$ cat config.mk
export PLATFORM = sky130hd
export DESIGN_NAME = muldiv_unit
export DESIGN_NICKNAME = d
export VERILOG_FILES = /design/src/rtl/muldiv_unit.sv
export SDC_FILE = /design/constraint.sdc
export NUM_CORES = 1
export LEC_CHECK = 0
export BUFFER_PORTS_ARGS = -buffer_cell sky130_fd_sc_hd__buf_2
export CAP_MARGIN = 20
export CORE_MARGIN = 4
export CORE_UTILIZATION = 55
export DETAILED_ROUTE_END_ITERATION = 10
export GPL_TIMING_DRIVEN = 0
export PLACE_DENSITY_LB_ADDON = 0.1
export SYNTH_ARGS = -nofsm -noshare
export SYNTH_HDL_FRONTEND = slang
export SYNTH_SLANG_ARGS = --single-unit
$ cat constraint.sdc
create_clock -name clk -period 5.1 [get_ports clk]
set_clock_uncertainty 0.05 [all_clocks]
set_input_delay 1.275 -clock clk [delete_from_list [all_inputs] [get_ports clk]]
set_output_delay 1.275 -clock clk [all_outputs]
set_load 0.005 [all_outputs]
$ cat src/rtl/muldiv_unit.sv
// Iterative RV32M multiply/divide unit for the execute stage.
// Multiplies by radix-2 shift-add and divides by restoring division, one bit
// per cycle on operand magnitudes, then applies the sign fixup on the way out.
// Divide-by-zero and signed overflow skip the iteration and finish in one cycle.
module muldiv_unit #(
    parameter int WIDTH = 32
) (
    input  logic             clk,
    input  logic             reset,
    input  logic             Start_i,
    input  logic [2:0]       MulDiv_Op_i,
    input  logic [WIDTH-1:0] A_i,
    input  logic [WIDTH-1:0] B_i,
    input  logic             Flush_i,
    output logic             Busy_o,
    output logic             Done_o,
    output logic [WIDTH-1:0] Result_o
);

    localparam int CNT_W = $clog2(WIDTH);

    localparam logic [2:0] OP_MUL    = 3'b000;
    localparam logic [2:0] OP_MULH   = 3'b001;
    localparam logic [2:0] OP_MULHSU = 3'b010;
    localparam logic [2:0] OP_MULHU  = 3'b011;
    localparam logic [2:0] OP_DIV    = 3'b100;
    localparam logic [2:0] OP_DIVU   = 3'b101;
    localparam logic [2:0] OP_REM    = 3'b110;
    localparam logic [2:0] OP_REMU   = 3'b111;

    localparam logic [WIDTH-1:0] ZERO_W    = {WIDTH{1'b0}};
    localparam logic [WIDTH-1:0] ALL_ONES  = {WIDTH{1'b1}};
    localparam logic [WIDTH-1:0] MIN_NEG   = {1'b1, {(WIDTH-1){1'b0}}};
    localparam logic [CNT_W-1:0] CNT_LAST  = CNT_W'(WIDTH - 1);
    localparam logic [CNT_W-1:0] CNT_ONE   = {{(CNT_W-1){1'b0}}, 1'b1};

    typedef enum logic [1:0] {
        ST_IDLE = 2'd0,
        ST_CALC = 2'd1,
        ST_DONE = 2'd2
    } state_t;

    state_t               state_r;
    state_t               state_next_s;
    logic [CNT_W-1:0]     cnt_r;
    logic [2:0]           op_r;
    // Multiply: full product accumulator with the multiplier shifting out of the
    // low half. Divide: {partial remainder, dividend/quotient shift register}.
    logic [2*WIDTH-1:0]   acc_r;
    // Multiplicand magnitude for multiplies, divisor magnitude for divides.
    logic [WIDTH-1:0]     opnd_r;
    logic                 neg_r;
    logic                 fast_r;
    logic [WIDTH-1:0]     fast_res_r;

    logic                 accept_s;
    logic                 a_signed_s;
    logic                 b_signed_s;
    logic                 sa_s;
    logic                 sb_s;
    logic [WIDTH-1:0]     a_mag_s;
    logic [WIDTH-1:0]     b_mag_s;
    logic                 neg_in_s;
    logic                 fast_s;
    logic [WIDTH-1:0]     fast_res_s;

    logic [WIDTH:0]       mul_sum_s;
    logic [2*WIDTH-1:0]   mul_next_s;
    logic [WIDTH:0]       div_shift_s;
    logic                 div_ge_s;
    logic [WIDTH-1:0]     div_diff_s;
    logic [2*WIDTH-1:0]   div_next_s;
    logic [2*WIDTH-1:0]   iter_next_s;

    logic [2*WIDTH-1:0]   prod_fix_s;
    logic [WIDTH-1:0]     quo_fix_s;
    logic [WIDTH-1:0]     rem_fix_s;
    logic [WIDTH-1:0]     final_s;

    logic                 busy_next_s;
    logic                 done_next_s;
    logic [WIDTH-1:0]     result_next_s;

    assign accept_s = Start_i & ~Flush_i;

    // Decode operand signedness, magnitudes, result sign and the one-cycle special cases.
    always_comb begin
        a_signed_s = 1'b0;
        b_signed_s = 1'b0;
        case (MulDiv_Op_i)
            OP_MUL, OP_MULH, OP_DIV, OP_REM: begin
                a_signed_s = 1'b1;
                b_signed_s = 1'b1;
            end
            OP_MULHSU: begin
                a_signed_s = 1'b1;
                b_signed_s = 1'b0;
            end
            default: begin
                a_signed_s = 1'b0;
                b_signed_s = 1'b0;
            end
        endcase

        sa_s    = a_signed_s & A_i[WIDTH-1];
        sb_s    = b_signed_s & B_i[WIDTH-1];
        a_mag_s = sa_s ? (ZERO_W - A_i) : A_i;
        b_mag_s = sb_s ? (ZERO_W - B_i) : B_i;

        // Remainder takes the dividend sign; product and quotient take sA^sB.
        if (MulDiv_Op_i[2] && MulDiv_Op_i[1]) begin
            neg_in_s = sa_s;
        end else begin
            neg_in_s = sa_s ^ sb_s;
        end

        fast_s     = 1'b0;
        fast_res_s = ZERO_W;
        if (MulDiv_Op_i[2] && (B_i == ZERO_W)) begin
            fast_s     = 1'b1;
            fast_res_s = MulDiv_Op_i[1] ? A_i : ALL_ONES;
        end else if (MulDiv_Op_i[2] && !MulDiv_Op_i[0] &&
                     (A_i == MIN_NEG) && (B_i == ALL_ONES)) begin
            fast_s     = 1'b1;
            fast_res_s = MulDiv_Op_i[1] ? ZERO_W : MIN_NEG;
        end else begin
            fast_s     = 1'b0;
            fast_res_s = ZERO_W;
        end
    end

    // One shift-add or one restoring-divide step on the accumulator.
    always_comb begin
        mul_sum_s   = {1'b0, acc_r[2*WIDTH-1:WIDTH]} +
                      (acc_r[0] ? {1'b0, opnd_r} : {(WIDTH+1){1'b0}});
        mul_next_s  = {mul_sum_s, acc_r[WIDTH-1:1]};

        div_shift_s = {acc_r[2*WIDTH-1:WIDTH], acc_r[WIDTH-1]};
        div_ge_s    = (div_shift_s >= {1'b0, opnd_r});
        // When the subtract succeeds the difference is below the divisor, so W bits suffice.
        div_diff_s  = div_shift_s[WIDTH-1:0] - opnd_r;
        if (div_ge_s) begin
            div_next_s = {div_diff_s, acc_r[WIDTH-2:0], 1'b1};
        end else begin
            div_next_s = {div_shift_s[WIDTH-1:0], acc_r[WIDTH-2:0], 1'b0};
        end

        iter_next_s = op_r[2] ? div_next_s : mul_next_s;
    end

    // Sign fixup and selection of the word that goes to writeback.
    always_comb begin
        prod_fix_s = neg_r ? ({(2*WIDTH){1'b0}} - acc_r) : acc_r;
        quo_fix_s  = neg_r ? (ZERO_W - acc_r[WIDTH-1:0]) : acc_r[WIDTH-1:0];
        rem_fix_s  = neg_r ? (ZERO_W - acc_r[2*WIDTH-1:WIDTH]) : acc_r[2*WIDTH-1:WIDTH];
        final_s    = ZERO_W;
        if (fast_r) begin
            final_s = fast_res_r;
        end else begin
            case (op_r)
                OP_MUL:                       final_s = prod_fix_s[WIDTH-1:0];
                OP_MULH, OP_MULHSU, OP_MULHU: final_s = prod_fix_s[2*WIDTH-1:WIDTH];
                OP_DIV, OP_DIVU:              final_s = quo_fix_s;
                OP_REM, OP_REMU:              final_s = rem_fix_s;
                default:                      final_s = ZERO_W;
            endcase
        end
    end

    // State register.
    always_ff @(posedge clk) begin
        if (!reset) begin
            state_r <= ST_IDLE;
        end else begin
            state_r <= state_next_s;
        end
    end

    // Next-state logic; flush always returns to IDLE.
    always_comb begin
        state_next_s = ST_IDLE;
        case (state_r)
            ST_IDLE: begin
                if (accept_s) begin
                    state_next_s = fast_s ? ST_DONE : ST_CALC;
                end else begin
                    state_next_s = ST_IDLE;
                end
            end
            ST_CALC: begin
                if (Flush_i) begin
                    state_next_s = ST_IDLE;
                end else if (cnt_r == CNT_LAST) begin
                    state_next_s = ST_DONE;
                end else begin
                    state_next_s = ST_CALC;
                end
            end
            ST_DONE: state_next_s = ST_IDLE;
            default: state_next_s = ST_IDLE;
        endcase
    end

    // Next values of the registered outputs; Busy_o also covers the Done_o cycle.
    always_comb begin
        busy_next_s   = 1'b0;
        done_next_s   = 1'b0;
        result_next_s = Result_o;
        case (state_r)
            ST_IDLE: begin
                busy_next_s = accept_s;
            end
            ST_CALC: begin
                busy_next_s = ~Flush_i;
            end
            ST_DONE: begin
                if (Flush_i) begin
                    busy_next_s   = 1'b0;
                    done_next_s   = 1'b0;
                    result_next_s = Result_o;
                end else begin
                    busy_next_s   = 1'b1;
                    done_next_s   = 1'b1;
                    result_next_s = final_s;
                end
            end
            default: begin
                busy_next_s   = 1'b0;
                done_next_s   = 1'b0;
                result_next_s = Result_o;
            end
        endcase
    end

    // Output registers.
    always_ff @(posedge clk) begin
        if (!reset) begin
            Busy_o   <= 1'b0;
            Done_o   <= 1'b0;
            Result_o <= ZERO_W;
        end else begin
            Busy_o   <= busy_next_s;
            Done_o   <= done_next_s;
            Result_o <= result_next_s;
        end
    end

    // Datapath: capture operands on acceptance, iterate in CALC.
    always_ff @(posedge clk) begin
        if (!reset) begin
            cnt_r      <= {CNT_W{1'b0}};
            op_r       <= 3'b000;
            acc_r      <= {(2*WIDTH){1'b0}};
            opnd_r     <= ZERO_W;
            neg_r      <= 1'b0;
            fast_r     <= 1'b0;
            fast_res_r <= ZERO_W;
        end else begin
            case (state_r)
                ST_IDLE: begin
                    if (accept_s) begin
                        cnt_r      <= {CNT_W{1'b0}};
                        op_r       <= MulDiv_Op_i;
                        neg_r      <= neg_in_s;
                        fast_r     <= fast_s;
                        fast_res_r <= fast_res_s;
                        if (MulDiv_Op_i[2]) begin
                            acc_r  <= {ZERO_W, a_mag_s};
                            opnd_r <= b_mag_s;
                        end else begin
                            acc_r  <= {ZERO_W, b_mag_s};
                            opnd_r <= a_mag_s;
                        end
                    end
                end
                ST_CALC: begin
                    cnt_r <= cnt_r + CNT_ONE;
                    acc_r <= iter_next_s;
                end
                ST_DONE: begin
                    cnt_r <= cnt_r;
                end
                default: begin
                    cnt_r <= {CNT_W{1'b0}};
                end
            endcase
        end
    end

endmodule
==> results.ini <==
[cts]
hold_buffers = 0
cts.sinks = 174
post_cts_buffers = 0
path_clk_slew_ns = 0.07
h-tree-depth = 4
clk_path_buf_depth = 2
numCtsBuffers = 17
cts_tree = yes
clk_latency_ns = 0.45
cts_root_buf = clkbuf_16

[logic_synthesis]
ys_warn_count = 0
synthArstFlopShare_pct = 0
ys.flop_type = dfxtp_1
yosys-top-cells-area = dfxtp_1 (22%), a21oi_1 (7.9%), nand2_1 (6.4%)
synthesis.area_um2 = 15500
yosysTopAreaCell = dfxtp_1
seq_area_frac_synth_pct = 22.4
synth_edf_count = 0
yosysUniqueCellTypes = 79
synth_top_area_share_pct = 22.4
synth-seq-cells = 174
synthTopCellsByCount = nand2_1 (267), a21oi_1 (246), nor2_1 (218), dfxtp_1 (174), o21ai_0 (171)
syn_nets = 2372
syn_area_per_cell_um2 = 6.99
synth.most_common_cell = nand2_1
postSynthCellCount = 2224

[timing]
rsz0062_at_grt = no
min_period_ns = 4.87
setup_tns_ns = 0
tightestPinTransition_ns = 1.05
max_freq_mhz = 205
relSlewSlack_pct = 29.5
drv_slew = 0
final-hold-violation-count = 0
fin_crit_sh_pct = 95.5
finalSetupViolations = 0

[die]
io-pin-count = 105
die_area_um2 = 31000
initial_utilization_pct = 55.8
die_w_um = 176
rows = 61
die_h_um = 176
core_area_um2 = 27900

[layout]
n_antenna_cell = 0
drive_above_1_share_pct = 7.79
area_growth_pct = 10.4
stdcell_area_um2 = 17200
nNetsFinal = 2496

[setup_path]
reg2reg_from = acc_r[0]$_SDFFE_PN0P_
start_kind = flop
rr_worst_depth = 13
endpoint_kind = flop
worstPathMaxFanout = 10
reg2reg_to = acc_r[63]$_SDFFE_PN0P_
cpMostUsedCell = o21ai_0
crit_chain = inv_1 -> clkbuf_1 -> nor2_1 -> ha_1 -> o21ai_0 -> a21oi_1 -> o21ai_0 -> o311ai_1 -> o22ai_1 -> o21ai_0 -> a21bo_2 -> a2111oi_0 -> o41ai_1
critical_path.startpoint = acc_r[0]$_SDFFE_PN0P_
critPathMaxStageDelay_ns = 0.67
worstPathRequired_ns = 5.38
criticalPathCategory = reg2reg
r2r_slack_ns = 0.23
crit_arrival_ns = 5.15
slowest_stage = o21ai_0

[drt]
drt-pass1-iter-count = 9
ant_nets = 0
drc = 0
drt-vias-per-instance = 6.84
wl_per_cell_um = 25.1
drt-initial-drc-count = 3086
wirelength_um = 68600
num_vias = 18700

[global_routing]
grt_pass1_vias = 16800
grt_usage_pct = 42.4
antenna_found_initial = 2
overflow = 0
grt_pass1_wl_um = 102000
busiest_layer = met2
met2_usage_pct = 64.5
grt_use_met1_pct = 55.9
grt_start_max_net_pins = 20
grt.met3_usage_pct = 10.6

[placed_design]
place_area_um2 = 16500
place_congestion = 1.08
hpwl_um = 54600
port_buffers = 102

[power]
leakagePower_nw = 6.80
peakVddDrop_uv = 212
power.density_nw_per_um2 = 237

[run]
max-cap-violations = 0

[hold_path]
holdPathEnd = Result_o[11]$_SDFFE_PN0P_
holdPathStages = 2
min_path_type = reg2reg
worstHoldStart = Result_o[11]$_SDFFE_PN0P_

[status]
outcome = completed

-- logic make-up after synthesis --
logic type               after synthesis  share of synthesized area [%]
AO/OA/AOI/OAI                        722                           28.8
XOR/XNOR                             150                           8.45
flip-flops                           174                           22.4
multiplexers                          65                           4.39
buffers and inverters                223                           5.51
adder cells (fa/ha/maj)               77                           6.29
AND/OR/NAND/NOR                      813                           24.2
-- cell type report --
class	instances	area, um2
buffer	146	567
clock buffer	17	425
clock inverter	15	185
fill	2580	10700
inverter	77	289
multi-input combinational	1827	11200
sequential	174	3480
tap	378	473
timing repair buffer	105	526
-- layer usage --
layer	vias to the layer above	share of wire, %
met3	280	13
met1	8635	39
met2	1493	42
met5	-	0.048
li1	8322	-
met4	4	6.6
-- cells in the final DEF (no fill, tap or decap), drive strengths merged, types with 73 or more instances in the layout --
cell type,n
nand2,267
a21oi,247
nor2,218
o21ai,176
dfxtp,174
clkbuf,138
buf,130
nand3,95
inv,86
xnor2,77
ha,75
xor2,73
-- state kept, by name, indices dropped and copies added, names as in the netlist --
name        cells
acc_r          64
Result_o       32
fast_res_r     32
opnd_r         32
cnt_r           5
op_r            3
state_r         2
Busy_o          1
Done_o          1
fast_r          1
neg_r           1
-- per-stage QoR --
step                total power [W]  utilization [%]  worst slack [ns]  cells  hold WS (ns)
finish                      0.00407             61.6             0.230   2739         0.410
detailed placement          0.00262             59.3             0.253   2705         0.398
global route                0.00416             61.6             0.100   2739         0.418
CTS                         0.00398             61.5             0.197   2737         0.408
floorplan                   0.00221                -              1.28   2224         0.377
global placement            0.00261             59.3             0.347   2704         0.391
-- worst max path at each step --
stage	slack [ns]	end
3_5_place_dp	0.25	acc_r[63]$_SDFFE_PN0P_
6_report	0.23	acc_r[63]$_SDFFE_PN0P_
4_1_cts	0.20	acc_r[63]$_SDFFE_PN0P_
2_1_floorplan	1.28	fast_res_r[29]$_SDFFE_PN0P_
3_3_place_gp	0.35	acc_r[63]$_SDFFE_PN0P_
5_1_grt	0.10	acc_r[63]$_SDFFE_PN0P_
-- where the power goes --
group	leakage, nW	internal (W)	switching [W]
combinational	5.09	0.000387	0.000821
sequential	1.41	0.00140	0.0000607
clock	0.298	0.000712	0.000689
-- what timing repair did --
item | 4_1_cts | 5_1_grt
setup endpoints to repair | 0 | 1
endpoints found under the hold margin | 0 | 0
resized for setup | 0 | 1
-- critical path: cells and delay by family, from the launching register on --
kind	cells	cell delay (ns)
buffers and inverters	2	0.64
DFF	1	0.42
AOI/OAI and AO/OA	9	3.13
adders and majority gates	1	0.40
and+or+nand+nor	1	0.09
No activity file was read; power rests on OpenSTA's default activity.
